[src/rtl/mem_readback_streamer.sv]
// Sweeps a registered-read block RAM from address 0 to DEPTH_MEM-1 and replays each word
// as an address-tagged valid/ready beat, keeping a 16-bit additive checksum of accepted data.
module mem_readback_streamer #(
    parameter int ADDR_W    = 14,
    parameter int WID_MEM   = 2,
    parameter int DEPTH_MEM = 16384
) (
    input  logic               clk,
    input  logic               reset,
    input  logic               start,
    output logic [ADDR_W-1:0]  raddr,
    input  logic [WID_MEM-1:0] rdata,
    output logic               m_valid,
    input  logic               m_ready,
    output logic [WID_MEM-1:0] m_data,
    output logic [ADDR_W-1:0]  m_addr,
    output logic               m_last,
    output logic               busy,
    output logic               done,
    output logic [15:0]        checksum
);

    typedef enum logic [1:0] {IDLE, READ, DRAIN, DONE} state_t;

    localparam logic [ADDR_W:0] LAST_ADDR = (ADDR_W+1)'(DEPTH_MEM - 1);
    localparam logic [ADDR_W:0] CNT_ONE   = (ADDR_W+1)'(1);

    state_t state, state_nxt;

    logic [ADDR_W:0]    cnt_p0;
    logic [ADDR_W-1:0]  raddr_q;
    logic               issue_p0;
    logic [1:0]         credit_p0;

    logic               vld_p1;
    logic [ADDR_W-1:0]  addr_p1;
    logic               last_p1;

    logic [WID_MEM-1:0] fifo_data [2];
    logic [ADDR_W-1:0]  fifo_addr [2];
    logic               fifo_last [2];
    logic               rd_ptr, wr_ptr;
    logic [1:0]         fifo_count;
    logic               push, pop;

    function automatic logic [15:0] csum_add(input logic [15:0] acc, input logic [WID_MEM-1:0] d);
        return acc + 16'(d);
    endfunction

    // A slot freed by this cycle's pop can be reused, which keeps one beat per cycle
    // while the FIFO plus the read in flight never exceed two entries.
    assign push      = vld_p1;
    assign pop       = m_valid & m_ready;
    assign credit_p0 = fifo_count - 2'(pop) + 2'(vld_p1);
    assign issue_p0  = (state == READ) && (credit_p0 < 2'd2);
    assign raddr     = issue_p0 ? cnt_p0[ADDR_W-1:0] : raddr_q;

    assign m_valid = (fifo_count != 2'd0);
    assign m_data  = m_valid ? fifo_data[rd_ptr] : '0;
    assign m_addr  = m_valid ? fifo_addr[rd_ptr] : '0;
    assign m_last  = m_valid & fifo_last[rd_ptr];

    always_ff @(posedge clk or negedge reset) begin
        if (!reset) begin
            state <= IDLE;
        end else begin
            state <= state_nxt;
        end
    end

    always_comb begin
        state_nxt = state;
        busy      = 1'b0;
        done      = 1'b0;
        case (state)
            IDLE:  if (start) state_nxt = READ;
            READ: begin
                busy = 1'b1;
                if (issue_p0 && cnt_p0 == LAST_ADDR) state_nxt = DRAIN;
            end
            DRAIN: begin
                busy = 1'b1;
                if (pop && m_last) state_nxt = DONE;
            end
            DONE: begin
                done      = 1'b1;
                state_nxt = IDLE;
            end
            default: state_nxt = IDLE;
        endcase
    end

    // p0 -> p1: issue counter, held read address, in-flight flag, FIFO control, checksum
    always_ff @(posedge clk or negedge reset) begin
        if (!reset) begin
            cnt_p0     <= '0;
            raddr_q    <= '0;
            vld_p1     <= 1'b0;
            rd_ptr     <= 1'b0;
            wr_ptr     <= 1'b0;
            fifo_count <= 2'd0;
            checksum   <= 16'd0;
        end else begin
            raddr_q <= raddr;
            vld_p1  <= issue_p0;
            if (state == IDLE && start) begin
                cnt_p0   <= '0;
                checksum <= 16'd0;
            end else begin
                if (issue_p0) cnt_p0 <= cnt_p0 + CNT_ONE;
                if (pop)      checksum <= csum_add(checksum, m_data);
            end
            if (push) wr_ptr <= ~wr_ptr;
            if (pop)  rd_ptr <= ~rd_ptr;
            fifo_count <= fifo_count + 2'(push) - 2'(pop);
        end
    end

    // p1 -> FIFO: tag the read in flight, then capture the RAM word one cycle later
    always_ff @(posedge clk) begin
        if (issue_p0) begin
            addr_p1 <= cnt_p0[ADDR_W-1:0];
            last_p1 <= (cnt_p0 == LAST_ADDR);
        end
        if (push) begin
            fifo_data[wr_ptr] <= rdata;
            fifo_addr[wr_ptr] <= addr_p1;
            fifo_last[wr_ptr] <= last_p1;
        end
    end

endmodule

[config.mk]
export PLATFORM = sky130hd
export DESIGN_NAME = mem_readback_streamer
export DESIGN_NICKNAME = d
export VERILOG_FILES = /design/src/rtl/mem_readback_streamer.sv
export SDC_FILE = /design/constraint.sdc
export NUM_CORES = 1
export LEC_CHECK = 0
export BUFFER_PORTS_ARGS = -buffer_cell sky130_fd_sc_hd__buf_2
export CORE_ASPECT_RATIO = 0.5
export CORE_MARGIN = 4
export CORE_UTILIZATION = 40
export CTS_BUF_LIST = sky130_fd_sc_hd__clkbuf_8
export DETAILED_ROUTE_END_ITERATION = 10
export SLEW_MARGIN = 20
export SYNTH_ARGS = -nofsm -noshare
export SYNTH_HDL_FRONTEND = slang
export SYNTH_SLANG_ARGS = --single-unit
[constraint.sdc]
create_clock -name clk -period 7.4 [get_ports clk]
set_input_delay 1.11 -clock clk [delete_from_list [all_inputs] [get_ports clk]]
set_output_delay 1.11 -clock clk [all_outputs]
set_load 0.005 [all_outputs]
---- Word-level counts from Yosys, hierarchy flattened ----
Memories as Yosys holds them, arrays and structs flattened.
Index checks and enable logic that the tools add are counted.
storage, ports and cells
  logic and storage cells ................. 56
  register bits ........................... 67
  memories kept ........................... 3
  input port bits ......................... 6
  bits in writable memories ............... 34
cells by class
  bitwise logic cells ..................... 4
  order comparisons ....................... 1
  reduce and logical (&&, ||, !) cells .... 10
  $add $sub $neg .......................... 6
  eq/ne operators ......................... 7
  muxes and demuxes ....................... 15
memories
  memory     depth  bits a word  rd ports  clocked after Yosys merged registers in  write ports  line  source
  fifo_addr  2      14           1         0                                        1            40    logic [ADDR_W-1:0] fifo_addr [2];
  fifo_data  2      2            1         0                                        1            39    logic [WID_MEM-1:0] fifo_data [2];
  fifo_last  2      1            1         0                                        1            41    logic fifo_last [2];
operator list
  cell                     number
  $mux W16                 2
  $mux W15                 2
  $mux W14                 2
  $add A16 B2 Y16          1
  $add A15 B1 Y15 const B  1
  $eq A15 B14 Y1 const B   1
  $mux W2                  4
  $pmux W2 S4              1
  $reduce_bool A2 Y1       3
  $add A2 B1 Y2            2
  $eq A2 B2 Y1 const B     2
  $logic_and A1 B1 Y1      4
  $mux W1                  4
  $ne A2 B2 Y1 const B     2
  $sub A2 B1 Y2            2
  $reduce_and A3 Y1        1
  $and A1 B1 Y1            2
  $eq A2 B1 Y1 const B     1
  $logic_not A2 Y1         1
  $lt A2 B2 Y1 const B     1
  $ne A2 B1 Y1 const B     1
  $not A1 Y1               2
  $reduce_or A2 Y1         1

---- Depth between registers and ports, before layout ----
  depth in word-level cells ............... 9
  mapped depth ............................ 13
  depth with buffers taken out ............ 12

---- Worst setup path before layout ----
Ideal clock, no wire load.
  path type ............................... input port to output port
  start point ............................. in m_ready
  end point ............................... out raddr[10]
  setup slack ............................. 3.184 ns
  arrival time ............................ 3.106 ns
  cell stages on the path ................. 13
  cell sequence ........................... o21ai_2 > inv_2 > ha_1 > inv_1 > ha_1 > xor2_1 > xnor2_2 > nand2_1 > inv_2 > buf_4 > buf_2 > nand2_1 > nand2_1
on the way
  cells in the longest elaborated chain, start to end .. 6
ends and longest elaborated chain
  what                 line  source
  start, declared      14    input logic m_ready,
  $and A1 B1 Y1        53    assign pop = m_valid & m_ready;
  net pop              44    logic push, pop;
  $sub A2 B1 Y2        54    assign credit_p0 = fifo_count - 2'(pop) + 2'(vld_p1);
  $add A2 B1 Y2        54
  $lt A2 B2 Y1         55    assign issue_p0 = (state == READ) && (credit_p0 < 2'd2);
  $logic_and A1 B1 Y1  55
  net issue_p0         32    logic issue_p0;
  $mux W14             56    assign raddr = issue_p0 ? cnt_p0[ADDR_W-1:0] : raddr_q;
  end, declared        11    output logic [ADDR_W-1:0] raddr,
The timed path passes the listed nets, and every way through them passes these cells.

---- Worst setup path in the final report ----
  start point ............................. in m_ready
  end point ............................... out raddr[11]
on the way
  cells in the longest elaborated chain, start to end .. 6
ends and longest elaborated chain
  what                 line
  $and A1 B1 Y1        53
  net pop              44
  $sub A2 B1 Y2        54
  $add A2 B1 Y2        54
  $lt A2 B2 Y1         55
  $logic_and A1 B1 Y1  55
  $mux W14             56
The timed path passes the listed nets, and every way through them passes these cells.

==> results.ini <==
[logic_synthesis]
syn-num-nets = 363
synth_cell_type_count = 32
synthTopCellsByArea = edfxtp_1, dfrtp_1, nand2_1
synth_seq_area_share = 0.656
syn-cell-area_um2 = 4230
synth_top_area_frac = 0.348
syn_inst = 346
synth_compound_gate_area_share = 0.0121
synth_common_cells = nand2_1, nor2_1, dfrtp_1
yosys.area_share.simple = 0.162
ys_ff_latch = 101
synth_fa_ha_area_frac = 0.0344
synth.most_common_cell = nand2_1
ys_warn_count = 0
synth.area.mux_share = 0.0480
synth_edf_count = 49
synth_flop_cell = dfrtp_1
synthXorXnorAreaFrac = 0.0660
syn_area_per_cell_um2 = 12.2
synth_top_family_by_area = simple AND/OR/NAND/NOR gates
synth_async_sr_flop_share = 0.515
yosys.area.top_type = edfxtp_1

[timing]
fin_crit_sh = 0.657
setup_viol = 0
rsz0062_at_grt = no
drv_slew = 0
max_slew.worst_pin.slew_ns = 0.992
final.setup.tns_ns = 0
whs_ns = 0.450
final.min_clock_period_ns = 4.86
finalClockSkew_ns = 0.0120
fmax_ghz = 0.206
slew_headroom = 0.339
hold_violations = 0

[clock_tree]
clkSinkCount = 101
cts_tree = yes
ctsHoldBuffers = 0
cts_resized = 0
path_clk_slew_ns = 0.09
htreeDepth = 3
insertion_delay_ns = 0.36
numCtsBuffers = 9
cts_setup_buffers = 0
clk_root_buffer_cell = clkbuf_8
clk_path_buf_depth = 2

[outcome]
status = complete, no violations

[global_route]
antenna_found_initial = 0
grt_use_total = 0.137
grt_overflow = 0
grt_pass1_wl_mm = 13.0
grt_max_degree = 53
grt_pass1_vias = 2487

[final_layout]
regArea_um2 = 2770
area_growth_pct = 15.0
fillCellCount = 955
multi_input_area_um2 = 1360
drive_above_1_share = 0.203
nNetsFinal = 421
diodes = 0

[route]
viasPerCell = 4.65
wirelength_mm = 7.85
antenna_left = 0
drt-wirelength-per-cell_um = 14.3
drt-met1-wl_mm = 4.21
wl_met3_um = 315
first_pass_iters = 4
highest_layer = met4
first_iter_violations = 119
route.detailed.drc = 0
vias = 2553
wl_met2_mm = 3.26

[setup_path]
r2r_cells = 12
r2r_start = fifo_count[1]
cp_num_buf_inv = 5
cp_max_fo = 40
cp.required_ns = 6.29
cp_slowest_stage_delay_ns = 0.67
r2r_end = cnt_p0[14]
crit_top_cell = nand2_1
path_class = input pin to output port
cp_top_family = buffers and inverters
cpMaxStageDelayCell = inv_2
cp-end-kind = output port
critPathArrivalTime_ns = 3.75
path_cells = buf_2 -> o21ai_2 -> inv_2 -> ha_1 -> inv_1 -> ha_1 -> xor2_1 -> xnor2_2 -> nand2_1 -> inv_2 -> nand2_1 -> nand2_1 -> buf_2
r2r_slack_ns = 3.99
start_kind = input pin

[power]
vdd_ir_drop_max_v = 0.000217
power_density_nw_per_um2 = 416
cellLeakagePower_nw = 2.23

[floorplan]
dieHeight_um = 80.7
die_area_um2 = 12400
fp.dieW_um = 153
rows = 26
pin_count = 56
coreArea_um2 = 10200
start_util = 0.412

[run]
maxCapViolations = 0

[place]
routabilityCongestion = 0.808
dp_hpwl_mm = 5.34
portBuffers = 55

[hold_path]
hold-path-endpoint = fifo_addr[0][3]
hp-start = addr_p1[3]
min_path_type = register to register
hold_depth = 0

==> layout by cell type (no fill, tap or decap), types with 2 or more instances in the layout <==
cell type	count
mux2_2	2
o21ai_0	3
nor2_1	53
clkbuf_8	11
xor2_1	18
nor3_1	3
dfrtp_1	52
inv_2	3
ha_1	10
mux2i_1	18
nand4_1	8
and2_1	3
buf_4	3
nand2_1	62
buf_2	55
and4_1	5
edfxtp_1	49
nor4_1	2
xnor2_1	12
inv_1	9
a21oi_1	4
nand3_1	9
==> area by class of cell <==
cell class | count | area share
sequential | 101 | 0.570
multi-input combinational | 223 | 0.281
timing repair buffer | 58 | 0.0613
tap | 140 | 0.0360
clock buffer | 11 | 0.0311
clock inverter | 5 | 0.0121
inverter | 11 | 0.00849
==> stage by stage <==
stage | cell area [um^2] | total power, mW | cells | worst slack (ns) | utilization
2_1_floorplan | 4230 | 1.43 | 346 | 3.18 | -
3_3_place_gp | 4650 | 1.69 | 533 | 2.54 | 0.454
3_5_place_dp | 4650 | 1.71 | 533 | 2.45 | 0.454
4_1_cts | 4860 | 2.06 | 549 | 2.45 | 0.474
5_1_grt | 4860 | 2.19 | 549 | 2.18 | 0.474
6_report | 4860 | 2.02 | 549 | 2.54 | 0.474
==> worst max path at each step <==
| stage | start | end | slack (ns) | depth (start not counted) |
|---|---|---|---|---|
| 6_report | m_ready | raddr[11] | 2.54 | 13 |
| 5_1_grt | m_ready | raddr[11] | 2.18 | 13 |
| 4_1_cts | m_ready | raddr[11] | 2.45 | 13 |
| 3_5_place_dp | m_ready | raddr[11] | 2.45 | 13 |
| 3_3_place_gp | m_ready | raddr[3] | 2.54 | 13 |
| 2_1_floorplan | m_ready | raddr[10] | 3.18 | 13 |
==> logic make-up (layout without fill, tap and decap cells) <==
kind of cell               Yosys count  after routing
xor gates and xnor gates            31             31
DFF                                101            101
buffers and inverters               22             85
AOI/OAI and AO/OA                    9              9
adders and majority gates           11             11
muxes                               20             20
and+or+nand+nor                    152            152
==> sequential cells by signal (all words and copies together), names as in the netlist, 2 cells and up <==
signal	cells
raddr_q	14
cnt_p0	15
fifo_addr	28
state	2
fifo_count	2
addr_p1	14
fifo_data	4
fifo_last	2
checksum	16
==> power by group <==
group | switching, mW | internal, mW
sequential | 0.132 | 0.857
clock | 0.182 | 0.175
combinational | 0.431 | 0.246
total | 0.745 | 1.28
==> per-layer routing <==
layer  global-route usage  vias up
met5                    0        -
met4               0.0449        0
met3               0.0452        7
met2                0.187       44
met1                0.204     1212
li1                     -     1290
==> worst reg2reg max path: cells and delay by family, from the launching register on <==
kind	cells	cell delay (ns)
adder cells (fa/ha/maj)	2	0.46
AO/OA/AOI/OAI	1	0.33
XOR/XNOR	3	0.56
AND/OR/NAND/NOR	3	0.66
buffers and inverters	3	0.83
flip-flops	1	0.45
No activity file was read; power rests on OpenSTA's default activity.
